[src/rtl/gpr_wb_arbiter.sv]
// gpr_wb_arbiter
//   Shares the single GPR write port between the ALU and LSU writeback paths
//   using round-robin arbitration. It also keeps a per-register busy
//   scoreboard so issue logic can detect RAW hazards on rs1/rs2.
//
// Ports
//   clk, rst                    rising-edge clock, async active-high reset
//   alu_valid/ready/waddr/wdata ALU writeback handshake (ready = grant)
//   lsu_valid/ready/waddr/wdata LSU writeback handshake (ready = grant)
//   iss_valid, iss_waddr        destination register of the issuing instruction
//   rs1_addr, rs2_addr          hazard query addresses
//   rs1_busy, rs2_busy          combinational scoreboard lookups
//   busy_vec                    full scoreboard, bit i = xi pending
//   gpr_wen/waddr/wdata         registered GPR write port
module gpr_wb_arbiter #(
  parameter int ADDR_WIDTH = 5,
  parameter int DATA_WIDTH = 32
) (
  input  logic                       clk,
  input  logic                       rst,
  input  logic                       alu_valid,
  output logic                       alu_ready,
  input  logic [ADDR_WIDTH-1:0]      alu_waddr,
  input  logic [DATA_WIDTH-1:0]      alu_wdata,
  input  logic                       lsu_valid,
  output logic                       lsu_ready,
  input  logic [ADDR_WIDTH-1:0]      lsu_waddr,
  input  logic [DATA_WIDTH-1:0]      lsu_wdata,
  input  logic                       iss_valid,
  input  logic [ADDR_WIDTH-1:0]      iss_waddr,
  input  logic [ADDR_WIDTH-1:0]      rs1_addr,
  input  logic [ADDR_WIDTH-1:0]      rs2_addr,
  output logic                       rs1_busy,
  output logic                       rs2_busy,
  output logic [(1<<ADDR_WIDTH)-1:0] busy_vec,
  output logic                       gpr_wen,
  output logic [ADDR_WIDTH-1:0]      gpr_waddr,
  output logic [DATA_WIDTH-1:0]      gpr_wdata
);

  localparam int NREG = 1 << ADDR_WIDTH;

  // Round-robin pointer: which requester won the most recent transfer.
  typedef enum logic {
    RR_ALU = 1'b0,
    RR_LSU = 1'b1
  } rr_t;

  rr_t                   last_r;
  rr_t                   last_s;
  logic                  grant_alu_s;
  logic                  grant_lsu_s;
  logic                  xfer_s;
  logic [ADDR_WIDTH-1:0] sel_waddr_s;
  logic [DATA_WIDTH-1:0] sel_wdata_s;
  logic [NREG-1:0]       busy_r;
  logic [NREG-1:0]       busy_s;

  // Grant: a lone requester wins; on a tie the one that did not win last time wins.
  always_comb begin
    grant_alu_s = 1'b0;
    grant_lsu_s = 1'b0;
    case ({alu_valid, lsu_valid})
      2'b10: grant_alu_s = 1'b1;
      2'b01: grant_lsu_s = 1'b1;
      2'b11: begin
        if (last_r == RR_LSU) begin
          grant_alu_s = 1'b1;
        end else begin
          grant_lsu_s = 1'b1;
        end
      end
      default: begin
        grant_alu_s = 1'b0;
        grant_lsu_s = 1'b0;
      end
    endcase
  end

  // Ready is the grant itself, so a transfer happens whenever either grant is high.
  assign alu_ready = grant_alu_s;
  assign lsu_ready = grant_lsu_s;
  assign xfer_s    = grant_alu_s | grant_lsu_s;

  // Next pointer and write-port source selection.
  always_comb begin
    last_s      = last_r;
    sel_waddr_s = alu_waddr;
    sel_wdata_s = alu_wdata;
    if (grant_lsu_s) begin
      last_s      = RR_LSU;
      sel_waddr_s = lsu_waddr;
      sel_wdata_s = lsu_wdata;
    end else if (grant_alu_s) begin
      last_s      = RR_ALU;
    end else begin
      last_s      = last_r;
    end
  end

  // Pointer register; resets to LSU so the ALU takes the first tie.
  always_ff @(posedge clk or posedge rst) begin
    if (rst) begin
      last_r <= RR_LSU;
    end else begin
      last_r <= last_s;
    end
  end

  // Write-port register: x0 transfers are accepted but never raise gpr_wen.
  always_ff @(posedge clk or posedge rst) begin
    if (rst) begin
      gpr_wen   <= 1'b0;
      gpr_waddr <= '0;
      gpr_wdata <= '0;
    end else if (xfer_s) begin
      gpr_wen   <= (sel_waddr_s != {ADDR_WIDTH{1'b0}});
      gpr_waddr <= sel_waddr_s;
      gpr_wdata <= sel_wdata_s;
    end else begin
      gpr_wen   <= 1'b0;
    end
  end

  // Scoreboard next state: clear on the GPR commit edge, then set on issue so
  // a same-index set overrides the clear (a newer write is pending).
  always_comb begin
    busy_s = busy_r;
    if (gpr_wen) begin
      busy_s[gpr_waddr] = 1'b0;
    end else begin
      busy_s = busy_r;
    end
    if (iss_valid && (iss_waddr != {ADDR_WIDTH{1'b0}})) begin
      busy_s[iss_waddr] = 1'b1;
    end else begin
      busy_s[0] = 1'b0;
    end
    busy_s[0] = 1'b0;
  end

  // Scoreboard register.
  always_ff @(posedge clk or posedge rst) begin
    if (rst) begin
      busy_r <= '0;
    end else begin
      busy_r <= busy_s;
    end
  end

  assign busy_vec = busy_r;
  assign rs1_busy = busy_r[rs1_addr];
  assign rs2_busy = busy_r[rs2_addr];

endmodule
[config.mk]
export PLATFORM = sky130hd
export DESIGN_NAME = gpr_wb_arbiter
export DESIGN_NICKNAME = d
export VERILOG_FILES = /design/src/rtl/gpr_wb_arbiter.sv
export SDC_FILE = /design/constraint.sdc
export NUM_CORES = 1
export LEC_CHECK = 0
export CORE_ASPECT_RATIO = 1.2
export CORE_MARGIN = 2
export CORE_UTILIZATION = 44
export DETAILED_ROUTE_END_ITERATION = 6
export MAX_ROUTING_LAYER = met4
export PLACE_DENSITY = 0.86
export SYNTH_ARGS = -nofsm -noshare
export SYNTH_HDL_FRONTEND = slang
export SYNTH_SLANG_ARGS = --single-unit
[constraint.sdc]
create_clock -name clk -period 7.2 [get_ports clk]
set_clock_uncertainty 0.15 [all_clocks]
set_input_delay 2.16 -clock clk [delete_from_list [all_inputs] [get_ports clk]]
set_output_delay 2.16 -clock clk [all_outputs]
set_load 0.01 [all_outputs]
======== Word-level counts from Yosys, hierarchy flattened ========
Cells that the tools add are included.
cells by class
  reductions and logical operators ........ 6
  order comparisons ....................... 6
  bitwise gates (word level) .............. 4
  equal/unequal tests ..................... 3
  muxes and demuxes ....................... 19
operators with widths
  kind                                                         number
  two-way mux 32 bit                                           2
  bitwise AND 32 bit                                           1
  NOT 32 bit                                                   1
  OR 32 bit                                                    1
  two-way mux 31 bit                                           1
  less-than comparator 5 x 6 -> 1 bit (second input constant)  4
  binary-select mux 1 bit (select 5 bit)                       2
  demux 1 bit (select 5 bit)                                   2
  >= comparator 5 x 1 -> 1 bit (second input constant)         2
  nonzero test 5 bit                                           2
  two-way mux 1 bit                                            9
  two-way mux 5 bit                                            1
  == test 2 bit (second input constant)                        2
  case mux 1 bit (2 select lines)                              2
  logical AND 1 bit                                            3
  == test 2 x 1 -> 1 bit (second input constant)               1
  nonzero test 2 bit                                           1
  OR 1 bit                                                     1
word-level totals
  input port bits ......................... 94
  output and inout bits ................... 74
  logic and storage cells ................. 43
  bits in registers ....................... 70

======== Depth between registers and ports, before layout ========
Gate-level depths: netlist (run 1).
  depth in word-level cells ............... 9
  mapped depth ............................ 5
  gate-level depth less buffers ........... 4

======== Worst setup path before layout (run 1) ========
No wires, ideal clock.
  path kind ............................... input to output
  from .................................... in rs1_addr[0]
  to ...................................... out rs1_busy
  arrival ................................. 3.239 ns
  stages .................................. 4
  path slack .............................. 1.651 ns
  buffers on the path ..................... 1
  data required time ...................... 4.890 ns
  path through ............................ clkbuf_1 > mux4_2 > o2111ai_1 > nand4_1
between the ends
  longest elaborated chain between the ends .. 2
RTL lines
  item                                     line  RTL
  from (decl)                              31    input logic [ADDR_WIDTH-1:0] rs1_addr,
  binary-select mux 1 bit (select 5 bit)   152   assign rs1_busy = busy_r[rs1_addr];
  two-way mux 1 bit (implied by the code)  152
  to (decl)                                33    output logic rs1_busy,
No other way between the ends. The select of a mux whose other input is x is not followed.

======== Worst setup path after layout (run 1) ========
  from .................................... in rs2_addr[1]
  to ...................................... out rs2_busy
between the ends
  longest elaborated chain between the ends .. 2
RTL lines
  item                                     line  RTL
  from (decl)                              32    input logic [ADDR_WIDTH-1:0] rs2_addr,
  binary-select mux 1 bit (select 5 bit)   153   assign rs2_busy = busy_r[rs2_addr];
  two-way mux 1 bit (implied by the code)  153
  to (decl)                                34    output logic rs2_busy,
No other way between the ends. The select of a mux whose other input is x is not followed.

==> impl_metrics.ini, run 1 <==
[outcome]
outcome = finished, final reports clean

[synthesis]
synthFlopType = dfrtp_1
synth_seq_area_share_pct = 49.8
ys_seq_elements = 70
yosys-top-cells-area = dfrtp_1, o21ai_0, nand2_1
synth.most_common_cell = nand2_1
yosysTopAreaCell = dfrtp_1
synth_cell_type_count = 28
syn-num-nets = 463
synth_edf_count = 0
netlist_instances = 369
synth_top_area_share_pct = 49.0
synth_commonest_cells = nand2_1, dfrtp_1, o21ai_0
netlist_area_um2 = 3520
synth.avg_cell_area_um2 = 9.55
synth_warnings = 0
synthArstFlopShare_pct = 100

[clocking]
cts_resized = 0
h-tree-depth = 3
clk_latency_ns = 0.33
root_buffer = clkbuf_8
clkSinkCount = 70
cts_setup_buffers = 0
path_clk_slew_ns = 0.06
cts_buffers = 9
cts_tree = yes
clockBufferDepth = 2
hold_buffers = 0

[layout]
num-nets-final = 623
syn_to_final_growth_pct = 54.2
seqCellArea_um2 = 1750
fin_util_pct = 70.5
layout-drive-gt1-share_pct = 6.20
antenna_cells = 0
fill_cells = 590
multiInputGateArea_um2 = 1680

[die]
initial_utilization_pct = 45.7
dieArea_um2 = 8740
pin_count = 168
rows = 35
die_h_um = 102
core_area_um2 = 7710
die_x_um = 85.7

[drt]
drc = 0
first_pass_iters = 6
drt_iter0_markers = 257
drt-total-wl_mm = 11.1
viasPerCell = 5.82
avgRoutedWirePerCell_um = 17.8
vias = 3630
postRouteAntennaNets = 0

[sta]
maxSlewViolCount = 0
max_freq_mhz = 151
tightest_slew_ns = 0.860
max-slew-margin-rel_pct = 42.6
fin_setup_tns_ns = 0
rsz0062_at_grt = false
period_minus_slack_ns = 6.63
finalSetupViolCount = 0
period_share_pct = 92.1
final-hold-violation-count = 0

[pwr]
pwr_density_cell_nw_per_um2 = 264
cellLeakagePower_nw = 2.24
vdd_drop_max_uv = 152

[grt]
grt_max_degree = 71
antenna_found_initial = 0
grt_pass1_vias = 3519
grt_overflow_total = 0
grt_pass1_wl_mm = 17.0
grt_usage_pct = 25.9

[placement]
portBuffers = 166
finalWeightedCongestion = 0.941
dp_hpwl_mm = 8.36

[worst_setup_path]
arrival_ns = 4.32
critical-path-max-stage-delay_ns = 0.73
end_kind = output port
cp_top_family = buffers and inverters
path_buf_inv = 2
critPathSlowestCell = clkdlybuf4s50_1
criticalPathCategory = in -> out
critPathRequiredTime_ns = 4.89
crit_path_cell_trace = clkdlybuf4s50_1 > mux4_2 > nand2b_1 > o2111ai_1 > nand4_1 > clkdlybuf4s50_1
cp_max_fo = 10
path_common_cell = clkdlybuf4s50_1
cp-start-kind = input pin

[job]
cap_violations = 0

[worst_hold_path]
hold_path.class = reg -> reg
==> power by group <==
part           internal [mW]  switching [mW]  total (mW)  leakage, nW
Sequential             0.494           0.119       0.613        0.813
Clock                  0.149           0.129       0.279       0.0914
Combinational          0.320           0.223       0.543         1.34
Total                  0.963           0.472        1.43         2.24
==> state kept, by name, summed over array words and instances (netlist names) <==
signal / count
busy_vec: 31
gpr_waddr: 5
gpr_wdata: 32
last_r: 1
gpr_wen: 1
==> logic make-up (layout without fill, tap and decap cells) <==
kind of cell	count (synthesis)	in the layout	synth area share [%]
flops	70	70	49.8
mux	30	30	10.7
other cells	1	1	0.106
compound gates	117	117	19.9
buf+inv	25	188	2.95
simple gates	126	126	16.7
==> routing by layer <==
metal  track usage [%]  vias to the layer above  part of all wire (%)
met4              10.3                        0                   2.6
met5                 -                        -                     0
met1              31.1                     1727                    39
li1                  -                     1659                     -
met2              42.8                      217                    50
met3              5.74                       27                   8.1
==> per-stage QoR <==
stage	power (mW)	instance area (µm²)	setup WS (ns)	cells	hold WS, ns
global placement	1.14	5260	0.609	610	0.326
detailed placement	1.16	5260	0.566	610	0.327
global route	1.52	5430	0.471	624	0.374
floorplan	0.811	3520	1.65	369	0.316
finish	1.43	5430	0.570	624	0.341
CTS	1.44	5430	0.565	624	0.348
==> cells in the final DEF (no fill, tap or decap), drive strengths merged <==
cell,count
clkdlybuf4s50,166
nand2,74
dfrtp,69
o21ai,67
a22oi,36
mux2i,24
clkbuf,13
nand3,12
nor2,11
nand3b,10
mux4,6
a21oi,6
or3b,5
nand2b,4
nor2b,4
buf,4
inv,4
or3,2
o2111ai,2
a211oi,2
o211ai,2
nand4,2
a21boi,1
or4,1
nor4,1
a221oi,1
conb,1
clkinv,1
dfstp,1
==> path summary, 6_finish.rpt <==
kind                          startpoint             to  slack, ns  cells after the start
max                          rs2_addr[1]       rs2_busy       0.57                      6
min                        gpr_wdata[16]  gpr_wdata[16]       0.34                      2
max reg2reg                       last_r   gpr_waddr[0]       5.29                      4
min reg2reg                gpr_wdata[16]  gpr_wdata[16]       0.34                      2
max in group asynchronous            rst    busy_vec[3]       4.08                      3
min in group asynchronous            rst  gpr_wdata[20]       2.25                      3
==> tightest hold or removal path, stage by stage (launching register included) <==
cell and delay (ns):
dfrtp_1 0.34, a22oi_1 0.06, nand2_1 0.05
==> final cells by class <==
cell class	instances	share of cell area, %
Inverter	4	0.276
Timing Repair Buffer	170	31.2
Tap cell	92	2.12
Sequential cell	70	32.3
Clock inverter	1	0.0922
Clock buffer	13	3.11
Multi-Input combinational cell	274	31.0
(Power assumes the default switching activity.)
==> inputs of run 2 (changes only) <==
- CORE_MARGIN: 2 -> 4
- HOLD_SLACK_MARGIN: not set -> 0.03
- SLEW_MARGIN: not set -> 25
==> impl_metrics.ini, run 2 (synthesized netlist as in run 1, its figures left out) <==
[placement]
portBuffers = 166
dp_slack_ns = 0.554
dpl.cell_count = 610
finalWeightedCongestion = 0.863
dp_hpwl_mm = 9.20

[clocking]
root_buffer = clkbuf_8
clkSinkCount = 70
cts_buffers = 9
path_clk_slew_ns = 0.08
clockBufferDepth = 2
clk_latency_ns = 0.34
cts_resized = 0
hold_buffers = 0
cts_tree = yes
h-tree-depth = 3
cts_setup_buffers = 0

[die]
die_x_um = 89.7
pin_count = 168
dieArea_um2 = 9510
rows = 35
core_area_um2 = 7750
die_h_um = 106
initial_utilization_pct = 45.4

[sta]
maxSlewViolCount = 0
finalSetupViolCount = 0
max_freq_mhz = 150
max-slew-margin-rel_pct = 42.3
post-route-worst-setup-slack_ns = 0.539
tightest_slew_ns = 0.866
period_share_pct = 92.5
period_minus_slack_ns = 6.66
rsz0062_at_grt = false
fin_setup_tns_ns = 0
final-hold-violation-count = 0

[drt]
avgRoutedWirePerCell_um = 19.0
drc = 0
drt_iter0_markers = 245
viasPerCell = 5.76
drt-total-wl_mm = 11.9
vias = 3607
postRouteAntennaNets = 0
first_pass_iters = 5

[layout]
antenna_cells = 0
layout_common_cells = clkdlybuf4s50_1, nand2_1, dfrtp_1
largest_register_ffs = 32
finalNonFillerCells = 626
fill_cells = 570
layout-drive-gt1-share_pct = 6.74
num-nets-final = 623
final_common_cell = clkdlybuf4s50_1
syn_to_final_growth_pct = 55.1
regMostFlops = gpr_wdata

[worst_hold_path]
hold_path.class = reg -> reg

[worst_setup_path]
cp_max_fo = 10
cp_top_family = buffers and inverters
arrival_ns = 4.35
cp-start-kind = input pin
end_kind = output port
criticalPathCategory = in -> out
path_common_cell = clkdlybuf4s50_1
crit_path_cell_trace = clkdlybuf4s50_1 > mux4_2 > nand2b_1 > o211ai_1 > nand4_1 > clkdlybuf4s50_1
critPathSlowestCell = clkdlybuf4s50_1
critPathRequiredTime_ns = 4.89
path_buf_inv = 2
critical-path-max-stage-delay_ns = 0.72

[pwr]
p_int_mw = 0.992
p_clk_share_pct = 22.3
pwr_density_cell_nw_per_um2 = 272
vdd_drop_max_uv = 141
cellLeakagePower_nw = 2.26
p_sw_mw = 0.496
pwr-share-seq_pct = 40.9
p_comb_share_pct = 36.8
p_sw_share_pct = 33.3

[grt]
grt_pass1_vias = 3749
grt_usage_pct = 26.7
grt_max_degree = 71
grt_pass1_wl_mm = 19.1
antenna_found_initial = 0
grt_overflow_total = 0

[job]
cap_violations = 0

[outcome]
outcome = finished, final reports clean
run 2: cell type report:
cell class                 instances  area (µm²)  share of cell area [%]
multi-input combinational        274        1680                    30.8
sequential                        70        1750                    32.1
tap                               92         115                    2.11
inverter                           4        15.0                   0.275
clock buffer                      11         151                    2.77
timing repair buffer             170        1690                    31.0
clock inverter                     5        56.3                    1.03
run 2: worst paths after layout:
| check | depth (start not counted) | slack, ns | startpoint | to |
|---|---|---|---|---|
| max | 6 | 0.54 | rs2_addr[1] | rs2_busy |
| min in group asynchronous | 3 | 2.25 | rst | gpr_wdata[24] |
| min reg2reg | 2 | 0.35 | gpr_wdata[9] | gpr_wdata[9] |
| max reg2reg | 4 | 5.51 | last_r | gpr_waddr[1] |
| min | 2 | 0.35 | gpr_wdata[9] | gpr_wdata[9] |
| max in group asynchronous | 3 | 4.10 | rst | busy_vec[2] |
run 2: through the flow:
| stage | instance area (µm²) | util [%] | power (mW) | hold slack (ns) |
|---|---|---|---|---|
| finish | 5460 | 70.5 | 1.49 | 0.350 |
| global route | 5460 | 70.5 | 1.58 | 0.364 |
| CTS | 5460 | 70.5 | 1.49 | 0.357 |
| detailed placement | 5260 | 67.8 | 1.16 | 0.330 |
| floorplan | 3520 | - | 0.811 | 0.316 |
| global placement | 5260 | 67.8 | 1.14 | 0.325 |
run 2: power by group through the flow:
| stage | Sequential (mW) | Clock [mW] | Combinational (mW) |
|---|---|---|---|
| 4_1_cts | 0.606 | 0.335 | 0.553 |
| 3_3_place_gp | 0.609 | 0 | 0.535 |
| 2_1_floorplan | 0.620 | 0 | 0.191 |
| 6_report | 0.609 | 0.331 | 0.548 |
| 5_1_grt | 0.626 | 0.354 | 0.596 |
| 3_5_place_dp | 0.613 | 0 | 0.551 |
run 2: routing by layer:
metal / routed length, µm / share of wire [%] / track usage, %
met1: 4660 / 39 / 32.5
met2: 5940 / 50 / 42.8
met3: 1050 / 8.8 / 6.98
met4: 270 / 2.3 / 8.83
met5: 0 / 0 / -
run 2: worst reg2reg max path, cell delays in order, from the launching register on:
cell and delay, ns:
dfstp_2 0.39, a21boi_4 0.27, buf_4 0.40, mux2i_1 0.24
o21ai_0 0.10
==> inputs of run 3 (changes only) <==
- SLEW_MARGIN: 25 -> 20
==> results of run 3 <==
No change in the layout: final DEF, timing and power equal those of run 2.
